## src/rtl/fetch_unit_pkg.sv

```systemverilog
// Instruction-bus request/response types shared by the fetch unit and its bench.
package fetch_unit_pkg;

    typedef struct packed {
        logic        valid;
        logic [31:0] addr;
    } ibus_req_t;

    typedef struct packed {
        logic        addr_ok;
        logic        data_ok;
        logic [31:0] data;
    } ibus_resp_t;

endpackage

```

## src/rtl/fetch_unit.sv

```systemverilog
// Instruction fetch unit: one request outstanding on the instruction bus, a
// one-entry output buffer toward pre-decode, and redirect with response drop.
//
// state  | meaning
// -------+--------------------------------------------------------------
// S_REQ  | request presented (ireq.valid=1, addr=pc) unless buffer is
//        | full and decode is stalled
// S_WAIT | request accepted, waiting for data_ok (drop=1 discards it)
// S_HOLD | buffer full and stalled; a request goes out as soon as the
//        | stall releases, since the buffer drains on that same edge
module fetch_unit
    import fetch_unit_pkg::*;
#(
    parameter logic [31:0] RESET_PC = 32'hbfc0_0000
) (
    input  logic        clk,
    input  logic        reset,
    output ibus_req_t   ireq,
    input  ibus_resp_t  iresp,
    input  logic        redirect_valid,
    input  logic [31:0] redirect_pc,
    input  logic        stall,
    output logic        out_valid,
    output logic [31:0] out_pc,
    output logic [31:0] out_instr
);

    typedef enum logic [1:0] {
        S_REQ  = 2'd0,
        S_WAIT = 2'd1,
        S_HOLD = 2'd2
    } state_t;

    state_t      state_q;
    state_t      state_d;
    logic [31:0] pc_q;
    logic [31:0] pc_d;
    logic        drop_q;
    logic        drop_d;
    logic        out_valid_d;
    logic [31:0] out_pc_d;
    logic [31:0] out_instr_d;

    logic        consume;
    logic        issue;
    logic        accept;
    logic [31:0] target;

    // Instructions are word aligned; the low redirect bits carry no information.
    logic unused_redirect_lsb;
    assign unused_redirect_lsb = ^redirect_pc[1:0];

    // Handshake qualifiers shared by the next-state logic and the bus outputs.
    always_comb begin
        consume = out_valid && !stall;
        // No new request while the buffer is full and cannot drain; a full
        // buffer that drains this cycle frees room for the returning word.
        issue   = (state_q == S_REQ || state_q == S_HOLD)
                  && !(out_valid && stall) && !reset;
        accept  = issue && iresp.addr_ok;
        target  = {redirect_pc[31:2], 2'b00};
    end

    // Instruction bus request: address is always the current pc.
    always_comb begin
        ireq       = '0;
        ireq.valid = issue;
        ireq.addr  = pc_q;
    end

    // Next-state, pc, drop flag and output buffer update.
    always_comb begin
        state_d     = state_q;
        pc_d        = pc_q;
        drop_d      = drop_q;
        out_valid_d = out_valid && !consume;
        out_pc_d    = out_pc;
        out_instr_d = out_instr;

        if (redirect_valid) begin
            // Redirect wins over everything and always flushes the buffer.
            pc_d        = target;
            out_valid_d = 1'b0;
            case (state_q)
                S_WAIT: begin
                    if (iresp.data_ok) begin
                        // The outstanding response is here now; discard it.
                        state_d = S_REQ;
                        drop_d  = 1'b0;
                    end else begin
                        // Stays set on a repeated redirect: only one
                        // response is ever in flight to be thrown away.
                        drop_d = 1'b1;
                    end
                end
                default: begin
                    if (accept && !iresp.data_ok) begin
                        state_d = S_WAIT;
                        drop_d  = 1'b1;
                    end else begin
                        state_d = S_REQ;
                        drop_d  = 1'b0;
                    end
                end
            endcase
        end else begin
            case (state_q)
                S_WAIT: begin
                    if (iresp.data_ok) begin
                        state_d = S_REQ;
                        if (drop_q) begin
                            drop_d = 1'b0;
                        end else begin
                            out_valid_d = 1'b1;
                            out_pc_d    = pc_q;
                            out_instr_d = iresp.data;
                            pc_d        = pc_q + 32'd4;
                        end
                    end
                end
                default: begin
                    if (accept && iresp.data_ok) begin
                        // Zero-latency completion; the buffer is empty or
                        // draining this cycle, so keep requesting.
                        out_valid_d = 1'b1;
                        out_pc_d    = pc_q;
                        out_instr_d = iresp.data;
                        pc_d        = pc_q + 32'd4;
                        state_d     = S_REQ;
                    end else if (accept) begin
                        state_d = S_WAIT;
                    end else if (out_valid && stall) begin
                        state_d = S_HOLD;
                    end else begin
                        state_d = S_REQ;
                    end
                end
            endcase
        end
    end

    // State and datapath registers; reset clears the buffer asynchronously.
    always_ff @(posedge clk or posedge reset) begin
        if (reset) begin
            state_q   <= S_REQ;
            pc_q      <= RESET_PC;
            drop_q    <= 1'b0;
            out_valid <= 1'b0;
            out_pc    <= 32'd0;
            out_instr <= 32'd0;
        end else begin
            state_q   <= state_d;
            pc_q      <= pc_d;
            drop_q    <= drop_d;
            out_valid <= out_valid_d;
            out_pc    <= out_pc_d;
            out_instr <= out_instr_d;
        end
    end

endmodule

```

## config.mk

```make
export PLATFORM = sky130hd
export DESIGN_NAME = fetch_unit
export DESIGN_NICKNAME = d
export VERILOG_FILES = /design/src/rtl/fetch_unit_pkg.sv /design/src/rtl/fetch_unit.sv
export SDC_FILE = /design/constraint.sdc
export NUM_CORES = 1
export LEC_CHECK = 0
export CORE_UTILIZATION = 40
export DETAILED_ROUTE_END_ITERATION = 10
export GPL_TIMING_DRIVEN = 1
export MAX_ROUTING_LAYER = met4
export PLACE_DENSITY = 0.77
export SYNTH_ARGS = -nofsm -noshare
export SYNTH_HDL_FRONTEND = slang
export SYNTH_SLANG_ARGS = --single-unit
```

## constraint.sdc

```tcl
create_clock -name clk -period 3.2 [get_ports clk]
set_input_delay 0.64 -clock clk [delete_from_list [all_inputs] [get_ports clk]]
set_output_delay 0.64 -clock clk [all_outputs]
set_load 0.03 [all_outputs]
```

* Word-level counts from Yosys, hierarchy flattened
Index checks and enable logic that the tools add are counted.
** Storage, ports and cells
- Bits of input ports :: 70
- Memories :: 0
- Bits in read-only memories :: 0
- Latch bits :: 0
- Word-level logic and storage cells :: 68
- Output and inout port bits :: 98
- Memory bits (writable) :: 0
- Register bits :: 100
** Cells by class
- Muxes and demuxes :: 32
- Magnitude comparators :: 0
- Add/sub/neg operators :: 1
- Divide/modulo/power cells :: 0
- Equality and inequality tests :: 6
- Shift operators :: 0
- Multipliers :: 0
- Reduce and logical (&&, ||, !) cells :: 22
- Bitwise operators :: 1
** Operator list (count)
- $mux W32 :: 13
- $add A32 B3 Y32 const B :: 1
- $mux W2 :: 7
- $mux W1 :: 12
- $logic_and A1 B1 Y1 :: 8
- $ne A3 B3 Y1 const B :: 2
- $reduce_bool A2 Y1 :: 3
- $logic_not A1 Y1 :: 5
- $ne A2 B2 Y1 const B :: 2
- $reduce_and A4 Y1 :: 1
- $reduce_and A3 Y1 :: 1
- $reduce_bool A3 Y1 :: 1
- $eq A2 B1 Y1 const B :: 1
- $eq A2 B2 Y1 const B :: 1
- $logic_not A2 Y1 :: 1
- $reduce_and A2 Y1 :: 1
- $logic_or A1 B1 Y1 :: 1
- $not A1 Y1 :: 1

* Depth between registers and ports, before layout
Gate-level depths: netlist of the first run.
- Depth in word-level cells :: 9
- Mapped depth :: 6
- Mapped depth without buffers :: 6

* Least setup slack after synthesis of the first run
Ideal clock, no wire load.
- Kind :: in2reg
- Start :: input port stall
- End :: register out_instr[0]
- Library setup time :: 0.125 ns
- Data required time :: 3.075 ns
- Path slack :: 1.241 ns
- Data arrival time :: 1.834 ns
- Buffers on the path :: 1
- Stages on the path :: 5
- Cells stage by stage :: a211oi_4 > a41oi_4 > nor2_8 > buf_6 > mux2_2
** On the way
- Cells in the longest elaborated chain, start to end :: 8
** RTL lines
- start: declaration :: line fetch_unit.sv:22 : input logic stall,
- $logic_and A1 B1 Y1 :: line fetch_unit.sv:59 : && !(out_valid && stall) && !reset;
- $logic_not A1 Y1 :: line fetch_unit.sv:59
- $logic_and A1 B1 Y1 (2 in a row) :: line fetch_unit.sv:59
- $logic_and A1 B1 Y1 :: line fetch_unit.sv:60 : accept = issue && iresp.addr_ok;
- $logic_and A1 B1 Y1 :: line fetch_unit.sv:122 : if (accept && iresp.data_ok) begin
- $reduce_bool A2 Y1 (no source line)
- $reduce_and A4 Y1 (no source line)
- end signal: assignment :: line fetch_unit.sv:157 : out_instr <= out_instr_d;
- end: declaration :: line fetch_unit.sv:25 : output logic [31:0] out_instr
Every way passes these cells.
A chain may end at the register's enable or synchronous reset.

==> results of run 1 <==
==> power by group through the flow <==
| stage | logic, mW | registers, mW | clock network [mW] |
|---|---|---|---|
| after CTS | 1.86 | 1.74 | 0.842 |
| after detailed placement | 1.86 | 1.76 | 0 |
| after floorplan | 0.406 | 2.38 | 0 |
| after global placement | 1.83 | 1.74 | 0 |
| final | 1.84 | 1.74 | 0.817 |
| after global routing | 1.93 | 1.79 | 0.899 |
==> worst max-delay path by stage <==
stage                     start                endpoint
after global placement    reset                ireq[32]
final                     stall                ireq[32]
after global routing      stall                ireq[32]
after floorplan           reset      drop_q$_DFFE_PP0P_
after CTS                 stall                ireq[32]
after detailed placement  stall  out_pc[26]$_DFFE_PP0P_
==> flip-flops by register name (all words and copies together) (netlist names) <==
register / count
out_instr: 32
out_pc: 30
pc_q: 30
state_q: 2
drop_q: 1
out_valid: 1
==> through the flow <==
step	area [um2]	hold slack, ns	std cells
after floorplan	4380	0.506	349
after global placement	6090	0.490	635
after CTS	6290	0.513	651
final	6290	0.509	651
after global routing	6290	0.530	651
after detailed placement	6090	0.494	635
==> synth_stat cells, types with 3 or more instances <==
| master | number | area, um2 |
|---|---|---|
| xor2_1 | 18 | 158 |
| inv_1 | 3 | 11.3 |
| nand4_1 | 19 | 119 |
| xnor2_1 | 11 | 96.3 |
| dfstp_2 | 9 | 236 |
| nand3_1 | 8 | 40.0 |
| and3_1 | 3 | 18.8 |
| o21ai_0 | 23 | 115 |
| mux2_2 | 67 | 754 |
| nand2_1 | 37 | 139 |
| clkbuf_1 | 6 | 22.5 |
| and2_1 | 3 | 18.8 |
| buf_4 | 5 | 37.5 |
| buf_6 | 8 | 90.1 |
| nor3_1 | 5 | 25.0 |
| a21oi_1 | 3 | 15.0 |
| dfrtp_1 | 87 | 2180 |
| nor2_1 | 9 | 33.8 |
==> metal layers <==
| metal | part of all wire [%] | global-route usage (%) | up-vias |
|---|---|---|---|
| met3 | 4.4 | 2.64 | 18 |
| met1 | 43 | 25.1 | 1587 |
| li1 | - | - | 1536 |
| met5 | 0 | - | - |
| met2 | 50 | 31.7 | 114 |
| met4 | 2.2 | 8.32 | 0 |
==> area by class of cell <==
| class | count | area (um2) |
|---|---|---|
| flip-flops and latches | 96 | 2410 |
| well taps | 136 | 170 |
| inverters | 3 | 13.8 |
| clock inverters | 5 | 62.6 |
| fillers | 871 | 4170 |
| repair buffers | 170 | 1700 |
| clock buffers | 11 | 141 |
| multi-input cells | 230 | 1790 |
==> logic make-up after synthesis <==
logic type,synth area share [%]
adders and majority gates,0.286
muxes,17.7
and+or+nand+nor,12.3
other,0.0858
DFF,55.2
buffers and inverters,4.01
AOI/OAI and AO/OA,4.55
xor gates and xnor gates,5.81
==> flow_summary_export.csv, run 1 <==
group,metric,value,unit
outcome,status,"finished, final reports clean",
detailed_routing,wl,10500,um
grt,grt_overflow,0,
setup_path,crit_path_end_kind,"output pin",
synthesis,yosysSeqAreaShare,55.2,%
synthesis,syn_inst,346,
synthesis,synth_top_flop_cell,"dfrtp_1",
floorplan,core_area,10500,um2
cells_and_area,area_growth,44.0,%
power,switchingPower,1.61,mW
clocking,holdBufCountCts,0,
sta,setup_ws,0.329,ns
setup_path,reg2regPathDepth,5,
detailed_routing,drc,0,
clocking,cts_sinks,96,
clocking,clockBufferDepth,2,
clocking,clkLatencyLatePin,0.36,ns
power,p_sw_share,36.6,%
setup_path,crit_chain,"clkdlybuf4s50_1 > a211oi_4 > clkdlybuf4s50_1",
setup_path,cp_num_cells,3,
worst_hold_path,hold_path_class,"flop to flop",
placed_design,place_congestion,0.797,
clocking,tritoncts,"done",
synthesis,syn_area,4370,um2
setup_path,timing.rr.start,"state_q[0]$_DFF_PP0_",
worst_hold_path,hold_path_end,"out_instr[6]$_DFFE_PP0P_",
detailed_routing,antenna_left,0,
placed_design,io_buffers,161,
detailed_routing,first_pass_iters,4,
grt,grt_max_degree,49,
setup_path,critPathBufInv,2,
sta,worst_slew_pin_slew,0.580,ns
setup_path,cp.arrival,2.23,ns
setup_path,r2r_slack,1.04,ns
power,power_frac_comb,41.9,%
synthesis,yosys_register_bits,96,
synthesis,ys_types,35,
job,maxCapViolCount,0,
power,p_seq_share,39.5,%
floorplan,die_h,107,um
sta,fmax,348,MHz
sta,fin_crit_sh,89.7,%
detailed_routing,vias_per_cell,5.00,
clocking,htreeDepth,3,
grt,grt_pass1_wl,16900,um
cells_and_area,drive_gt1_share,21.7,%
clocking,cts_buffers,9,
clocking,cts_resized,0,
synthesis,yosys_warnings,0,
synthesis,synth_edf_count,0,
power,total_power,4.40,mW
floorplan,fp.dieW,107,um
detailed_routing,drtIter0Drc,93,
clocking,clock-root-buffer,"clkbuf_8",
setup_path,path_common_cell,"clkdlybuf4s50_1",
setup_path,timing.rr.end,"out_pc[22]$_DFFE_PP0P_",
synthesis,syn_avg_cell_area,12.6,um2
grt,antenna_found_initial,0,
setup_path,cp-start-kind,"primary input",
floorplan,die_area,11400,um2
sta,hold_viol_final,0,
sta,relSlewSlack,61.4,%
synthesis,ys_async_sr_fraction,100,%
sta,finalClockSkew,0.0132,ns
sta,min_period,2.87,ns
clocking,post_cts_buffers,0,
setup_path,worst_path_largest_cell_delay,0.74,ns
worst_hold_path,hold_start,"out_instr[6]$_DFFE_PP0P_",
power,internal_power,2.79,mW
sta,rsz0062_at_grt,"false",
detailed_routing,wl_per_cell,16.1,um
power,vdd_drop_max,0.000351,V
cells_and_area,finalNetCount,581,
setup_path,cp.required,2.56,ns
placed_design,pre_cts_slack,0.345,ns
floorplan,placementRows,37,
clocking,clkSlewWorstSetupHoldPaths,0.09,ns
floorplan,start_util,41.8,%
grt,grt_pass1_vias,3424,
cells_and_area,fin_util,60.2,%
sta,slew_violations,0,
detailed_routing,vias,3255,
power,p_per_area,698,nW/um2
power,p_leak,2.52,nW
cells_and_area,layout_commonest_cell,"clkdlybuf4s50_1",
setup_path,crit_slowest_cell,"clkdlybuf4s50_1",
power,power_frac_clock,18.6,%
floorplan,ioPinCount,168,
sta,setup-violations-final,0,
grt,track_usage,19.7,%
placed_design,hpwl,7780,um
setup_path,critPathTopFamily,"buffers and inverters",
worst_hold_path,whs_path_depth,1,
setup_path,crit_fanout,4,
cells_and_area,final_cell_mix,"clkdlybuf4s50_1, dfrtp_1, mux2_2, nand2_1, o21ai_0",
sta,fin_tns_setup,0,ns
cells_and_area,diodes,0,
setup_path,crit_type,"primary input to output pin",
No activity file was read; power rests on OpenSTA's default activity.
==> run 2, diff against run 1 <==
Settings changed: GPL_TIMING_DRIVEN 1 to 0.
==> run 2 against run 1 <==
Effect of this change:
- setup slack worse by 0.048 ns
- clock-buffer cell count is 2 lower
- core utilization is 0.79 points higher
- first-iteration DRC count is 23% higher
- flip-flop and latch count stayed put
- sequential power hardly changed
- register-to-register slack better by 0.14 ns
- final area is 1.3% higher
- critical path type unchanged
- critical endpoint unchanged
- largest cell class unchanged
- largest power group unchanged
==> flow_summary_export.csv, run 2 (synthesis results as in run 1) <==
group,metric,value,unit
sta,rsz0062_at_grt,"false",
detailed_routing,vias,3340,
cells_and_area,fin_util,61.0,%
cells_and_area,fin_area,6380,um2
grt,grt_pass1_vias,3575,
cells_and_area,finalNonFillerCells,661,
cells_and_area,top_regs,"out_instr: 32 flops, out_pc: 30 flops, pc_q: 30 flops",
detailed_routing,wl_per_cell,16.4,um
power,vdd_drop_max,0.000346,V
clocking,clock-root-buffer,"clkbuf_8",
sta,min_period,2.92,ns
floorplan,placementRows,37,
cells_and_area,largest_reg_flops,32,
setup_path,crit_path_end_kind,"output pin",
cells_and_area,final_cell_mix,"clkdlybuf4s50_1, dfrtp_1, mux2_2, nand2_1, o21ai_0",
cells_and_area,regMostFlops,"out_instr",
power,p_per_area,684,nW/um2
cells_and_area,diodes,0,
power,total_power,4.36,mW
placed_design,dpl-instance-area,6190,um2
setup_path,cp-start-kind,"primary input",
worst_hold_path,hold_path_class,"flop to flop",
clocking,clkSlewWorstSetupHoldPaths,0.09,ns
setup_path,cp.arrival,2.28,ns
setup_path,startpoint,"stall",
grt,grt_max_degree,62,
setup_path,crit_type,"primary input to output pin",
cells_and_area,finalNetCount,593,
clocking,holdBufCountCts,0,
detailed_routing,drc,0,
power,p_leak,2.56,nW
clocking,clkLatencyLatePin,0.35,ns
floorplan,ioPinCount,168,
cells_and_area,drive_gt1_share,22.1,%
setup_path,path_common_cell,"clkdlybuf4s50_1",
detailed_routing,wl,10800,um
sta,setup-violations-final,0,
detailed_routing,antenna_left,0,
floorplan,die_area,11400,um2
sta,hold_viol_final,0,
floorplan,fp.dieW,107,um
sta,fmax,343,MHz
cells_and_area,layout_commonest_cell,"clkdlybuf4s50_1",
floorplan,die_h,107,um
outcome,status,"finished, final reports clean",
grt,track_usage,20.6,%
clocking,htreeDepth,3,
clocking,post_cts_buffers,0,
placed_design,hpwl,8070,um
sta,slew_violations,0,
sta,finalClockSkew,0.0152,ns
setup_path,worst_path_largest_cell_delay,0.65,ns
grt,grt_overflow,0,
clocking,tritoncts,"done",
detailed_routing,drtIter0Drc,114,
setup_path,crit_fanout,4,
job,maxCapViolCount,0,
detailed_routing,first_pass_iters,4,
grt,grt_pass1_wl,17800,um
sta,fin_crit_sh,91.2,%
floorplan,start_util,41.8,%
clocking,cts_buffers,9,
placed_design,place_congestion,0.786,
grt,antenna_found_initial,0,
sta,fin_tns_setup,0,ns
clocking,cts_resized,0,
cells_and_area,area_growth,45.9,%
setup_path,crit_slowest_cell,"clkdlybuf4s50_1",
worst_hold_path,hold_start,"out_instr[14]$_DFFE_PP0P_",
setup_path,crit_chain,"clkdlybuf4s50_1 > a211oi_4 > buf_4 > clkdlybuf4s50_1",
setup_path,timing.rr.start,"pc_q[4]$_DFFE_PP0P_",
clocking,cts_sinks,96,
detailed_routing,vias_per_cell,5.05,
floorplan,core_area,10500,um2
clocking,clockBufferDepth,2,
placed_design,placed_cells,647,
setup_path,cp.required,2.56,ns
placed_design,io_buffers,161,
## run 2: routing by layer
metal | share of wire (%) | track usage [%] | vias to the layer above
met2 | 51 | 34.2 | 116
met4 | 1.3 | 7.34 | 0
li1 | - | - | 1559
met1 | 43 | 26.0 | 1652
met3 | 4.8 | 2.76 | 13
met5 | 0 | - | -
## run 2: stage by stage
step | worst slack, ns | hold WS, ns
2_1_floorplan | 0.0695 | 0.506
3_3_place_gp | -1.38 | 0.489
3_5_place_dp | 0.293 | 0.495
4_1_cts | 0.286 | 0.516
5_1_grt | 0.240 | 0.525
6_report | 0.281 | 0.511
## run 2: where the power goes
group | switching (mW) | leakage (nW) | total (mW) | internal [mW]
Combinational | 0.988 | 1.32 | 1.86 | 0.873
Sequential | 0.200 | 1.15 | 1.74 | 1.54
Clock | 0.408 | 0.0876 | 0.762 | 0.354
## run 2: path summary, 6_finish.rpt
path | end | slack, ns | cells after the start
max | ireq[32] | 0.28 | 4
min | out_instr[14]$_DFFE_PP0P_ | 0.51 | 1
max reg2reg | pc_q[29]$_DFFE_PP1P_ | 1.18 | 6
min reg2reg | out_instr[14]$_DFFE_PP0P_ | 0.51 | 1
max in group asynchronous | pc_q[26]$_DFFE_PP1P_ | 1.75 | 3
min in group asynchronous | pc_q[13]$_DFFE_PP0P_ | 0.74 | 2
## run 2: worst max-delay path, delay by kind of cell
kind                   cells  cell delay [ns]
buffers and inverters      3             1.29
AOI/OAI and AO/OA          1             0.35
## run 2: layout make-up
class                           count  area, um2
Multi-Input combinational cell    230       1790
Fill cell                         895       4090
Tap cell                          136        170
Buffer                             20        164
Clock buffer                        9        124
Inverter                            3       13.8
Timing Repair Buffer              162       1640
Clock inverter                      5       58.8
Sequential cell                    96       2410
==> run 3, diff against run 2 <==
Settings changed: CTS_CLUSTER_SIZE set to 20.
==> results of run 3 <==
No change in the layout: final DEF, timing and power equal those of run 2.
